==> src/rtl/button_press_classifier_pkg.sv <==
// button_press_classifier_pkg: FSM states, event encodings and timer sizing shared by button blocks
package button_press_classifier_pkg;
  typedef enum logic [2:0] {IDLE, PRESS1, HELD, GAP, PRESS2} state_t;
  typedef enum logic [2:0] {EV_NONE, EV_SHORT, EV_LONG, EV_DOUBLE, EV_REPEAT} event_t;
  function automatic int timer_width(input int a, input int b, input int c);
    int m;
    m = (a > b) ? a : b;
    m = (m > c) ? m : c;
    return $clog2(m) + 1;
  endfunction
endpackage

==> src/rtl/button_press_classifier_press_timer.sv <==
// press_timer: saturating gesture counter with load-to-1, clear and terminal-count compare
module press_timer #(
  parameter int W = 8
) (
  input  logic         i_Clk,
  input  logic         i_Rst,
  input  logic         i_Load,
  input  logic         i_Clear,
  input  logic         i_Inc,
  input  logic [W-1:0] i_Terminal,
  output logic         o_Hit
);
  logic [W-1:0] cnt;
  always_ff @(posedge i_Clk)
    if (i_Rst) cnt <= '0;
    else if (i_Load) cnt <= W'(1);
    else if (i_Clear) cnt <= '0;
    else if (i_Inc && cnt != '1) cnt <= cnt + 1'b1;
  assign o_Hit = cnt == i_Terminal;
endmodule

==> src/rtl/button_press_classifier.sv <==
// button_press_classifier: short/long/double press events from a debounced level
// AUTO_REPEAT_EN adds periodic o_Repeat pulses while a long press is held.
module button_press_classifier
  import button_press_classifier_pkg::*;
#(
  parameter int LONG_PRESS_CYCLES = 25_000_000,
  parameter int DOUBLE_GAP_CYCLES = 7_500_000,
  parameter int REPEAT_CYCLES     = 5_000_000
) (
  input  logic i_Clk,
  input  logic i_Rst,
  input  logic i_Debounced,
  output logic o_Pressed,
  output logic o_Short_Press,
  output logic o_Long_Press,
  output logic o_Double_Press,
  output logic o_Repeat
);
  localparam int W = timer_width(LONG_PRESS_CYCLES, DOUBLE_GAP_CYCLES, REPEAT_CYCLES);
  state_t state;
  logic r_Prev, rise, fall, load, clear, inc, hit;
  logic [W-1:0] terminal;
  assign rise = i_Debounced & ~r_Prev;
  assign fall = ~i_Debounced & r_Prev;
  always_comb begin
    terminal = state == GAP  ? W'(DOUBLE_GAP_CYCLES - 1) :
               state == HELD ? W'(REPEAT_CYCLES - 1) : W'(LONG_PRESS_CYCLES - 1);
    load     = (state == IDLE && rise) || (state == PRESS1 && fall);
    clear    = hit || (state == GAP && rise);
`ifdef AUTO_REPEAT_EN
    inc      = state == PRESS1 || state == GAP || state == HELD;
`else
    inc      = state == PRESS1 || state == GAP;
`endif
  end
  press_timer #(.W(W)) u_timer (
    .i_Clk     (i_Clk),
    .i_Rst     (i_Rst),
    .i_Load    (load),
    .i_Clear   (clear),
    .i_Inc     (inc),
    .i_Terminal(terminal),
    .o_Hit     (hit)
  );
  // r_Prev resets high so a button held through reset must be released before it counts
  always_ff @(posedge i_Clk)
    if (i_Rst) begin
      state          <= IDLE;
      r_Prev         <= 1'b1;
      o_Pressed      <= 1'b0;
      o_Short_Press  <= 1'b0;
      o_Long_Press   <= 1'b0;
      o_Double_Press <= 1'b0;
`ifdef AUTO_REPEAT_EN
      o_Repeat       <= 1'b0;
`endif
    end else begin
      r_Prev         <= i_Debounced;
      o_Pressed      <= i_Debounced;
      o_Short_Press  <= state == GAP && !rise && hit;
      o_Long_Press   <= state == PRESS1 && !fall && hit;
      o_Double_Press <= state == PRESS2 && fall;
`ifdef AUTO_REPEAT_EN
      o_Repeat       <= state == HELD && !fall && hit;
`endif
      case (state)
        IDLE:    if (rise) state <= PRESS1;
        PRESS1:  if (fall) state <= GAP; else if (hit) state <= HELD;
        HELD:    if (fall) state <= IDLE;
        GAP:     if (rise) state <= PRESS2; else if (hit) state <= IDLE;
        PRESS2:  if (fall) state <= IDLE;
        default: state <= IDLE;
      endcase
    end
`ifndef AUTO_REPEAT_EN
  assign o_Repeat = 1'b0;
`endif
endmodule
==> config.mk <==
export PLATFORM = sky130hd
export DESIGN_NAME = button_press_classifier
export DESIGN_NICKNAME = d
export VERILOG_FILES = /design/src/rtl/button_press_classifier_pkg.sv /design/src/rtl/button_press_classifier_press_timer.sv /design/src/rtl/button_press_classifier.sv
export SDC_FILE = /design/constraint.sdc
export NUM_CORES = 1
export LEC_CHECK = 0
export BUFFER_PORTS_ARGS = -buffer_cell sky130_fd_sc_hd__buf_2
export CAP_MARGIN = 20
export CORE_MARGIN = 2
export CORE_UTILIZATION = 60
export DETAILED_ROUTE_END_ITERATION = 10
export MAX_ROUTING_LAYER = met4
export PLACE_DENSITY = 0.85
export SLEW_MARGIN = 20
export SYNTH_ARGS = -nofsm -noshare
export SYNTH_HDL_FRONTEND = slang
export SYNTH_HIERARCHICAL = 1
export SYNTH_SLANG_ARGS = --single-unit
==> constraint.sdc <==
create_clock -name i_Clk -period 7.2 [get_ports i_Clk]
set_clock_uncertainty 0.05 [all_clocks]
set_input_delay 0.36 -clock i_Clk [delete_from_list [all_inputs] [get_ports i_Clk]]
set_output_delay 0.36 -clock i_Clk [all_outputs]
set_load 0.02 [all_outputs]
# [Yosys cells after proc, flatten, opt, wreduce, memory -nomap -nowiden]
# Index checks and enable logic that the tools add are counted.
[word_totals] out_inout_bits=5 latch_bits=0 wordCells=54 romBits=0 ram_bits=0 memories=0 register_bits=34 in_bits=3
[classes] order_cmp=0 shift=0 mul=0 n_bitwise=4 mux=12 add_sub_neg=1 n_div=0 n_reduce_logical=19 n_eq_ne=10
[ops] cell="25-bit 2-to-1 mux" count=2
[ops] cell="26-bit by 1-bit adder with 26-bit output, second input constant" count=1
[ops] cell="26-bit by 25-bit equality test with 1-bit output" count=1
[ops] cell="26-bit != test, second input constant" count=1
[ops] cell="3-bit 2-to-1 mux" count=6
[ops] cell="3-bit case mux with 4 select lines" count=1
[ops] cell="1-bit logical AND" count=9
[ops] cell="3-bit by 2-bit equality test with 1-bit output, second input constant" count=2
[ops] cell="3-bit != test, second input constant" count=2
[ops] cell="4-bit AND reduction" count=1
[ops] cell="3-bit by 1-bit equality test with 1-bit output, second input constant" count=1
[ops] cell="3-bit equality test, second input constant" count=1
[ops] cell="3-bit zero test" count=1
[ops] cell="1-bit logical OR" count=3
[ops] cell="1-bit 2-to-1 mux" count=3
[ops] cell="3-bit nonzero test" count=1
[ops] cell="3-bit OR reduction" count=1
[ops] cell="1-bit bitwise AND" count=2
[ops] cell="1-bit zero test" count=2
[ops] cell="2-bit by 1-bit != test with 1-bit output, second input constant" count=1
[ops] cell="2-bit != test, second input constant" count=1
[ops] cell="1-bit inverter" count=2
[ops] cell="2-bit OR reduction" count=1

# [Longest topological paths before layout]
# Gate-level depths: netlist of run 1.
[depth] ltp_word=7 mapped_depth=13 mapped_depth_nobuf=11

# [Modules after synthesis]
# The synthesis of run 1 kept the hierarchy.
[by_module_without_submodules] mod="press_timer" seq_area_each_um2=520.5 area_per_inst_um2=1650.3 instances=1 cells_per_inst=205
[by_module_without_submodules] mod="button_press_classifier" seq_area_each_um2=160.2 area_per_inst_um2=401.6 instances=1 cells_per_inst=45

# [Worst setup path after synthesis of run 1]
# OpenSTA, ideal clock, no wires.
[synth_timing] path_kind="flip-flop to flip-flop" from="register state[1]" to="register u_timer.cnt[10]" n_path_buf=3 path_slack_ns=4.286 stages_incl_launch_ff=14 arrival_time_ns=2.736 required_ns=7.022 synth_period_minus_slack_ns=2.914 cell_sequence="dfxtp_1 -> buf_2 -> nand2b_1 -> nor2_1 -> inv_1 -> xor2_1 -> nor4_1 -> nand3_1 -> nor4_1 -> nand2b_1 -> or3_1 -> clkbuf_1 -> clkbuf_1 -> nor2_1"
[synth_between] elab_chain_cells=6
[synth_lines] item="start, declared" line_no="button_press_classifier.sv:20" text="state_t state;"
[synth_lines] item="start signal, assigned" line_no="button_press_classifier.sv:48" text="state <= IDLE;"
[synth_lines] item="start signal, assigned" line_no="button_press_classifier.sv:67" text="IDLE: if (rise) state <= PRESS1;"
[synth_lines] item="start signal, assigned" line_no="button_press_classifier.sv:68" text="PRESS1: if (fall) state <= GAP; else if (hit) state <= HELD;"
[synth_lines] item="3-bit by 2-bit equality test with 1-bit output" line_no="button_press_classifier.sv:27" text="state == HELD ? W'(REPEAT_CYCLES - 1) : W'(LONG_PRESS_CYCLES - 1);"
[synth_lines] item="25-bit 2-to-1 mux" line_no="button_press_classifier.sv:27"
[synth_lines] item="25-bit 2-to-1 mux *" line_no="button_press_classifier.sv:26" text="terminal = state == GAP ? W'(DOUBLE_GAP_CYCLES - 1) :"
[synth_lines] item="net terminal[16]" line_no="button_press_classifier.sv:22" text="logic [W-1:0] terminal;"
[synth_lines] item="26-bit by 25-bit equality test with 1-bit output *" line_no="button_press_classifier_press_timer.sv:19" text="assign o_Hit = cnt == i_Terminal;"
[synth_lines] item="net hit" line_no="button_press_classifier.sv:21" text="logic r_Prev, rise, fall, load, clear, inc, hit;"
[synth_lines] item="1-bit logical OR *" line_no="button_press_classifier.sv:29" text="clear = hit || (state == GAP && rise);"
[synth_lines] item="net clear" line_no="button_press_classifier.sv:21"
[synth_lines] item="3-bit OR reduction (no line) *"
[synth_lines] item="end signal, assigned" line_no="button_press_classifier_press_timer.sv:18" text="else if (i_Inc && cnt != '1) cnt <= cnt + 1'b1;"
[synth_lines] item="end, declared" line_no="button_press_classifier_press_timer.sv:13" text="logic [W-1:0] cnt;"
# Mark *: on every way through the listed nets, which the timed path passes. The rest lies on a longest branch.
# A chain may end at the register's enable or synchronous reset.

# [Worst setup path in the final report of run 1]
[layout_timing] from="register state[1]" to="register u_timer.cnt[20]"
# The elaborated chain is that of the path after synthesis.

==> impl_metrics.env, run 1 <==
export IMPL_wirelength_um=4470
export IMPL_placed_area_mm2=0.00213
export IMPL_final_antenna_net_count=0
export IMPL_max_stage_delay_ns=0.66
export IMPL_clk_pin_slew_ns=0.10
export IMPL_finalSetupTns_ns=0
export IMPL_clock_sinks=34
export IMPL_numPortBuffers=6
export IMPL_timing_rr_end="u_timer/cnt[20]$_SDFFE_PP0P_"
export IMPL_n_fill_cell=293
export IMPL_r2r_slack_ns=3.57
export IMPL_synth_top_area_cell="dfxtp_1"
export IMPL_post_cts_resize_count=0
export IMPL_vias=1838
export IMPL_avgRoutedWirePerCell_um=14.4
export IMPL_cts_inserted_buffers=5
export IMPL_status="complete, no violations"
export IMPL_crit_start="state[1]$_SDFFE_PP0P_"
export IMPL_crit_type="register to register"
export IMPL_worstMarginPinSlew_ns=0.806
export IMPL_grt_max_degree=25
export IMPL_crit_path_start_kind="register"
export IMPL_whs_ns=0.257
export IMPL_netlist_instances=250
export IMPL_antenna_found_initial=0
export IMPL_ys_ff_latch=34
export IMPL_avgSynthCellArea_um2=8.21
export IMPL_r2r_cells=10
export IMPL_worst_path_max_delay_cell="or3_1"
export IMPL_cts_path_max_buffers=2
export IMPL_dr_pass1_iters=4
export IMPL_synth_cell_type_count=42
export IMPL_antenna_cells=0
export IMPL_final_common_cell="dfxtp_1"
export IMPL_ios=8
export IMPL_insertion_delay_ns=0.32
export IMPL_dp_slack_ns=3.56
export IMPL_setup_ws_ns=3.57
export IMPL_grt_usage_pct=25.7
export IMPL_whs_path_depth=3
export IMPL_power_mw=0.323
export IMPL_final_cell_mix="dfxtp_1 (34), xnor2_1 (23), nor2_1 (22)"
export IMPL_r2r_start="state[1]$_SDFFE_PP0P_"
export IMPL_hold_viol=0
export IMPL_cp_cell_sequence="nand2b_1, nor2_1, inv_1, xor2_1, nor4_1, nand3_1, nor4_1, nand2b_1, or3_1, nor2_1"
export IMPL_syn_cell_area_mm2=0.00205
export IMPL_ctsHoldBuffers=0
export IMPL_period_share_pct=50.4
export IMPL_grt_setup_unrepaired="false"
export IMPL_cts_htree_levels=2
export IMPL_fmax_ghz=0.276
export IMPL_die_h_um=62.5
export IMPL_min_delay_start="i_Debounced"
export IMPL_syn2layout_area_growth_pct=6.95
export IMPL_ir_drop_mv=0.113
export IMPL_hpwlAfterDp_um=3200
export IMPL_ys_warn_count=6
export IMPL_period_needed_ns=3.63
export IMPL_worstHoldPathType="input pin to register"
export IMPL_start_util_pct=62.0
export IMPL_cts_tree="built"
export IMPL_grt_pass1_wl_um=7890
export IMPL_path_max_fanout=24
export IMPL_grt_pass1_vias=1706
export IMPL_core_mm2=0.00331
export IMPL_drive_gt1_share_pct=8.71
export IMPL_slew_limit_headroom_pct=46.3
export IMPL_die_area_mm2=0.00390
export IMPL_post_route_drc_count=0
export IMPL_drtIter0Drc=193
export IMPL_gp_congestion=0.918
export IMPL_synth_edf_count=0
export IMPL_maxSlewViolCount=0
export IMPL_fin_nets=267
export IMPL_p_leak_nw=0.732
export IMPL_grt_overflow_total=0
export IMPL_crit_required_ns=7.34
export IMPL_synthArstFlopShare_pct=0
export IMPL_post_cts_buffers=0
export IMPL_cts_root_buf="clkbuf_4"
export IMPL_via_per_inst=5.93
export IMPL_endpoint_kind="register"
export IMPL_holdPathEnd="r_Prev$_SDFF_PP1_"
export IMPL_crit_arrival_ns=3.77
export IMPL_ys_dominant_reg_cell="dfxtp_1"
export IMPL_seq_area_frac_synth_pct=33.2
export IMPL_fp_dieW_um=62.5
export IMPL_synth_area_leaders="dfxtp_1 (33%), xnor2_1 (9.8%), xor2_1 (6.8%)"
export IMPL_max_cap_violations=0
export IMPL_power_density_mw_per_mm2=147
export IMPL_netlist_area_leader_share_pct=33.2
export IMPL_row_count=21
export IMPL_stdcell_area_mm2=0.00219
export IMPL_setup_viol_count_final=0
-- cell usage after synthesis, types with 2 or more instances --
library cell and number:
inv_1 4, nor4b_1 2, dfxtp_1 34, nor3b_1 2, a211oi_1 2, a21oi_1 16, clkbuf_1 6, nand2_1 15
nand2b_1 4, nor4_1 8, nand3b_1 2, and4_1 4, or3_1 10, conb_1 2, nand4_1 9, nor3_1 9
a311oi_1 2, or4_1 7, nor2b_1 2, nand4_2 2, nor2_1 22, buf_4 2, and2_1 2, o21ai_0 10
xnor2_1 23, buf_2 4, xor2_1 16, o31ai_1 3, nand3_1 13
-- area by class of cell --
type | count | area [µm²] | share of cell area (%)
clock buffer | 7 | 55.1 | 2.51
sequential | 34 | 681 | 31.0
inverter | 5 | 18.8 | 0.855
clock inverter | 1 | 5.00 | 0.228
timing repair buffer | 8 | 45.0 | 2.05
multi-input combinational | 209 | 1330 | 60.7
tap | 46 | 57.6 | 2.62
-- registers in the layout, summed over array words and instances, names as in the netlist --
register / count
o_Long_Press: 1
u_timer/cnt: 26
state: 3
o_Pressed: 1
o_Short_Press: 1
o_Double_Press: 1
r_Prev: 1
-- kinds of logic after synthesis --
kind of cell | share of synthesized area, %
other | 0.366
buffers and inverters | 3.72
flip-flops | 33.2
AO/OA/AOI/OAI | 11.8
XOR/XNOR | 16.6
adder cells (fa/ha/maj) | 0.610
AND/OR/NAND/NOR | 33.7
-- metal layers --
layer  global-route usage (%)  part of all wire (%)
met1                     33.0                    48
met2                     40.7                    45
met3                     4.68                   5.0
met4                     9.17                   1.7
met5                        -                     0
-- critical path: cells and delay by family (launching register included) --
kind	cells	cell delay [ns]
XOR/XNOR	1	0.17
AND/OR/NAND/NOR	8	2.56
buffers and inverters	1	0.18
flip-flops	1	0.54
-- power breakdown --
part	switching (mW)	total (mW)	internal, mW	leakage, nW
combinational	0.0136	0.0219	0.00831	0.422
sequential	0.00348	0.193	0.190	0.275
clock	0.0605	0.108	0.0473	0.0353
total	0.0776	0.323	0.245	0.732
-- through the flow --
stage          utilization, %  instances
6_report                 66.3        310
3_3_place_gp             64.5        302
2_1_floorplan               -        260
4_1_cts                  66.3        310
5_1_grt                  66.3        310
3_5_place_dp             64.5        302
-- worst max-delay path by stage --
| stage | endpoint | slack (ns) |
|---|---|---|
| floorplan | u_timer/cnt[10]$_SDFFE_PP0P_ | 4.29 |
| global placement | u_timer/cnt[5]$_SDFFE_PP0P_ | 3.63 |
| detailed placement | u_timer/cnt[13]$_SDFFE_PP0P_ | 3.56 |
| CTS | u_timer/cnt[13]$_SDFFE_PP0P_ | 3.58 |
| global route | u_timer/cnt[14]$_SDFFE_PP0P_ | 3.31 |
| finish | u_timer/cnt[20]$_SDFFE_PP0P_ | 3.57 |
Note: power is estimated with default switching activity, not from simulation.
==> run 2, diff against run 1 <==
--- a/config.mk
+++ b/config.mk
@@ -8,10 +8,10 @@
 export BUFFER_PORTS_ARGS = -buffer_cell sky130_fd_sc_hd__buf_2
 export CAP_MARGIN = 20
 export CORE_MARGIN = 2
-export CORE_UTILIZATION = 60
+export CORE_UTILIZATION = 55
 export DETAILED_ROUTE_END_ITERATION = 10
 export MAX_ROUTING_LAYER = met4
-export PLACE_DENSITY = 0.85
+export PLACE_DENSITY = 0.82
 export SLEW_MARGIN = 20
 export SYNTH_ARGS = -nofsm -noshare
 export SYNTH_HDL_FRONTEND = slang
==> constraint.sdc (replaced) <==
create_clock -name i_Clk -period 3.01 [get_ports i_Clk]
set_clock_uncertainty 0.05 [all_clocks]
set_input_delay 0.1505 -clock i_Clk [delete_from_list [all_inputs] [get_ports i_Clk]]
set_output_delay 0.1505 -clock i_Clk [all_outputs]
set_load 0.02 [all_outputs]
==> impl_metrics.env, run 2 (synthesis gave the netlist of run 1 again) <==
export IMPL_status="complete, no violations"
export IMPL_crit_type="register to register"
export IMPL_crit_arrival_ns=2.84
export IMPL_vias=1856
export IMPL_power_mw=0.828
export IMPL_final_cell_mix="dfxtp_1 (33), xnor2_1 (23), nor2_1 (21)"
export IMPL_core_mm2=0.00363
export IMPL_post_route_drc_count=0
export IMPL_finalSetupTns_ns=0
export IMPL_dr_pass1_iters=4
export IMPL_ir_drop_mv=0.234
export IMPL_period_share_pct=90.9
export IMPL_grt_pass1_wl_um=8100
export IMPL_drive_gt1_share_pct=11.5
export IMPL_setup_viol_count_final=0
export IMPL_grt_max_degree=25
export IMPL_ctsHoldBuffers=0
export IMPL_cts_path_max_buffers=2
export IMPL_fmax_ghz=0.366
export IMPL_final_antenna_net_count=0
export IMPL_cts_root_buf="clkbuf_8"
export IMPL_gp_congestion=0.901
export IMPL_cts_inserted_buffers=5
export IMPL_power_density_mw_per_mm2=364
export IMPL_period_needed_ns=2.74
export IMPL_avgRoutedWirePerCell_um=14.9
export IMPL_cts_htree_levels=2
export IMPL_row_count=22
export IMPL_clk_pin_slew_ns=0.06
export IMPL_hpwlAfterDp_um=3240
export IMPL_via_per_inst=5.84
export IMPL_slew_limit_headroom_pct=58.5
export IMPL_top_regs="u_timer/cnt: 26 flops, state: 3 flops"
export IMPL_syn2layout_area_growth_pct=10.9
export IMPL_top_register="u_timer/cnt"
export IMPL_crit_required_ns=3.12
export IMPL_grt_overflow_total=0
export IMPL_die_h_um=65.1
export IMPL_insertion_delay_ns=0.28
export IMPL_hold_viol=0
export IMPL_die_area_mm2=0.00424
export IMPL_wirelength_um=4750
export IMPL_numPortBuffers=6
export IMPL_final_common_cell="dfxtp_1"
export IMPL_grt_setup_unrepaired="false"
export IMPL_clock_sinks=34
export IMPL_path_max_fanout=24
export IMPL_largest_reg_flops=26
export IMPL_n_fill_cell=326
export IMPL_grt_usage_pct=25.3
export IMPL_endpoint_kind="register"
export IMPL_antenna_found_initial=0
export IMPL_crit_path_start_kind="register"
export IMPL_antenna_cells=0
export IMPL_start_util_pct=56.5
export IMPL_worstMarginPinSlew_ns=0.622
export IMPL_grt_pass1_vias=1807
export IMPL_p_leak_nw=0.768
export IMPL_worstHoldPathType="input pin to register"
export IMPL_maxSlewViolCount=0
export IMPL_fin_nets=274
export IMPL_max_cap_violations=0
export IMPL_cts_tree="built"
export IMPL_fp_dieW_um=65.1
export IMPL_drtIter0Drc=109
export IMPL_ios=8
==> run 2: cell count changes in the layout (fill, tap and decap cells not counted) <==
cell and change:
nor2_2 +1, clkbuf_1 +1, nor4_2 +1, dfxtp_1 -1, clkinv_2 -1, clkbuf_8 +4, nor2_1 -1, buf_4 +7
dfxtp_2 +1, nor4_1 -1, clkbuf_4 -5
==> run 2: metal layers <==
| layer | share of wire (%) | up-vias | wire, µm | GRT usage, % |
|---|---|---|---|---|
| met5 | 0 | - | 0 | - |
| met2 | 47 | 54 | 2220 | 38.3 |
| met4 | 2.4 | 0 | 115 | 11.7 |
| met3 | 5.0 | 12 | 240 | 6.42 |
| met1 | 46 | 867 | 2170 | 31.9 |
| li1 | - | 923 | - | - |
==> run 2: where the power goes <==
part           leakage, nW  switching, mW  total [mW]  internal [mW]
clock network       0.0383          0.150       0.309          0.159
registers            0.275        0.00806       0.463          0.454
logic                0.454         0.0337      0.0559         0.0221
total                0.768          0.192       0.828          0.636
==> run 2: final timing paths <==
kind,from,endpoint,slack [ns],cells after the start
setup reg to reg,state[2]$_SDFFE_PP0P_,u_timer/cnt[25]$_SDFFE_PP0P_,0.27,11
hold reg to reg,u_timer/cnt[23]$_SDFFE_PP0P_,u_timer/cnt[23]$_SDFFE_PP0P_,0.50,2
hold / removal,i_Debounced,r_Prev$_SDFF_PP1_,0.09,3
setup / recovery,state[2]$_SDFFE_PP0P_,u_timer/cnt[25]$_SDFFE_PP0P_,0.27,11
==> run 2: metrics by stage <==
| step | instance area, µm² | hold WS, ns | util, % | std cells | setup slack [ns] |
|---|---|---|---|---|---|
| after CTS | 2240 | 0.0758 | 61.5 | 314 | 0.0642 |
| after floorplan | 2090 | 0.165 | - | 260 | 0.0959 |
| after global routing | 2280 | 0.126 | 62.6 | 318 | 0.0111 |
| after global placement | 2160 | 0.367 | 59.4 | 307 | 0.276 |
| final | 2280 | 0.0858 | 62.6 | 318 | 0.274 |
| after detailed placement | 2160 | 0.370 | 59.4 | 307 | 0.110 |
==> run 2: what timing repair did <==
item	in CTS	in global routing
buffers inserted	0	4
endpoints found under the setup margin	0	26
gates resized for setup	0	3
==> run 2: area by class of cell <==
| type | count | area, µm² | share of cell area [%] |
|---|---|---|---|
| multi-input combinational | 209 | 1340 | 58.9 |
| timing repair buffer | 15 | 97.6 | 4.29 |
| inverter | 5 | 18.8 | 0.825 |
| tap | 48 | 60.1 | 2.64 |
| clock buffer | 7 | 76.3 | 3.35 |
| sequential | 34 | 682 | 30.0 |
==> run 2: critical path: stages (launching register included) <==
cell and delay (ns):
dfxtp_1 0.40, nand2b_1 0.26, nor2_2 0.20, inv_1 0.15
xor2_1 0.17, nor4_1 0.23, nand3_1 0.13, nor4_2 0.34
nand2b_1 0.21, or3_1 0.12, buf_4 0.26, nor2_1 0.09
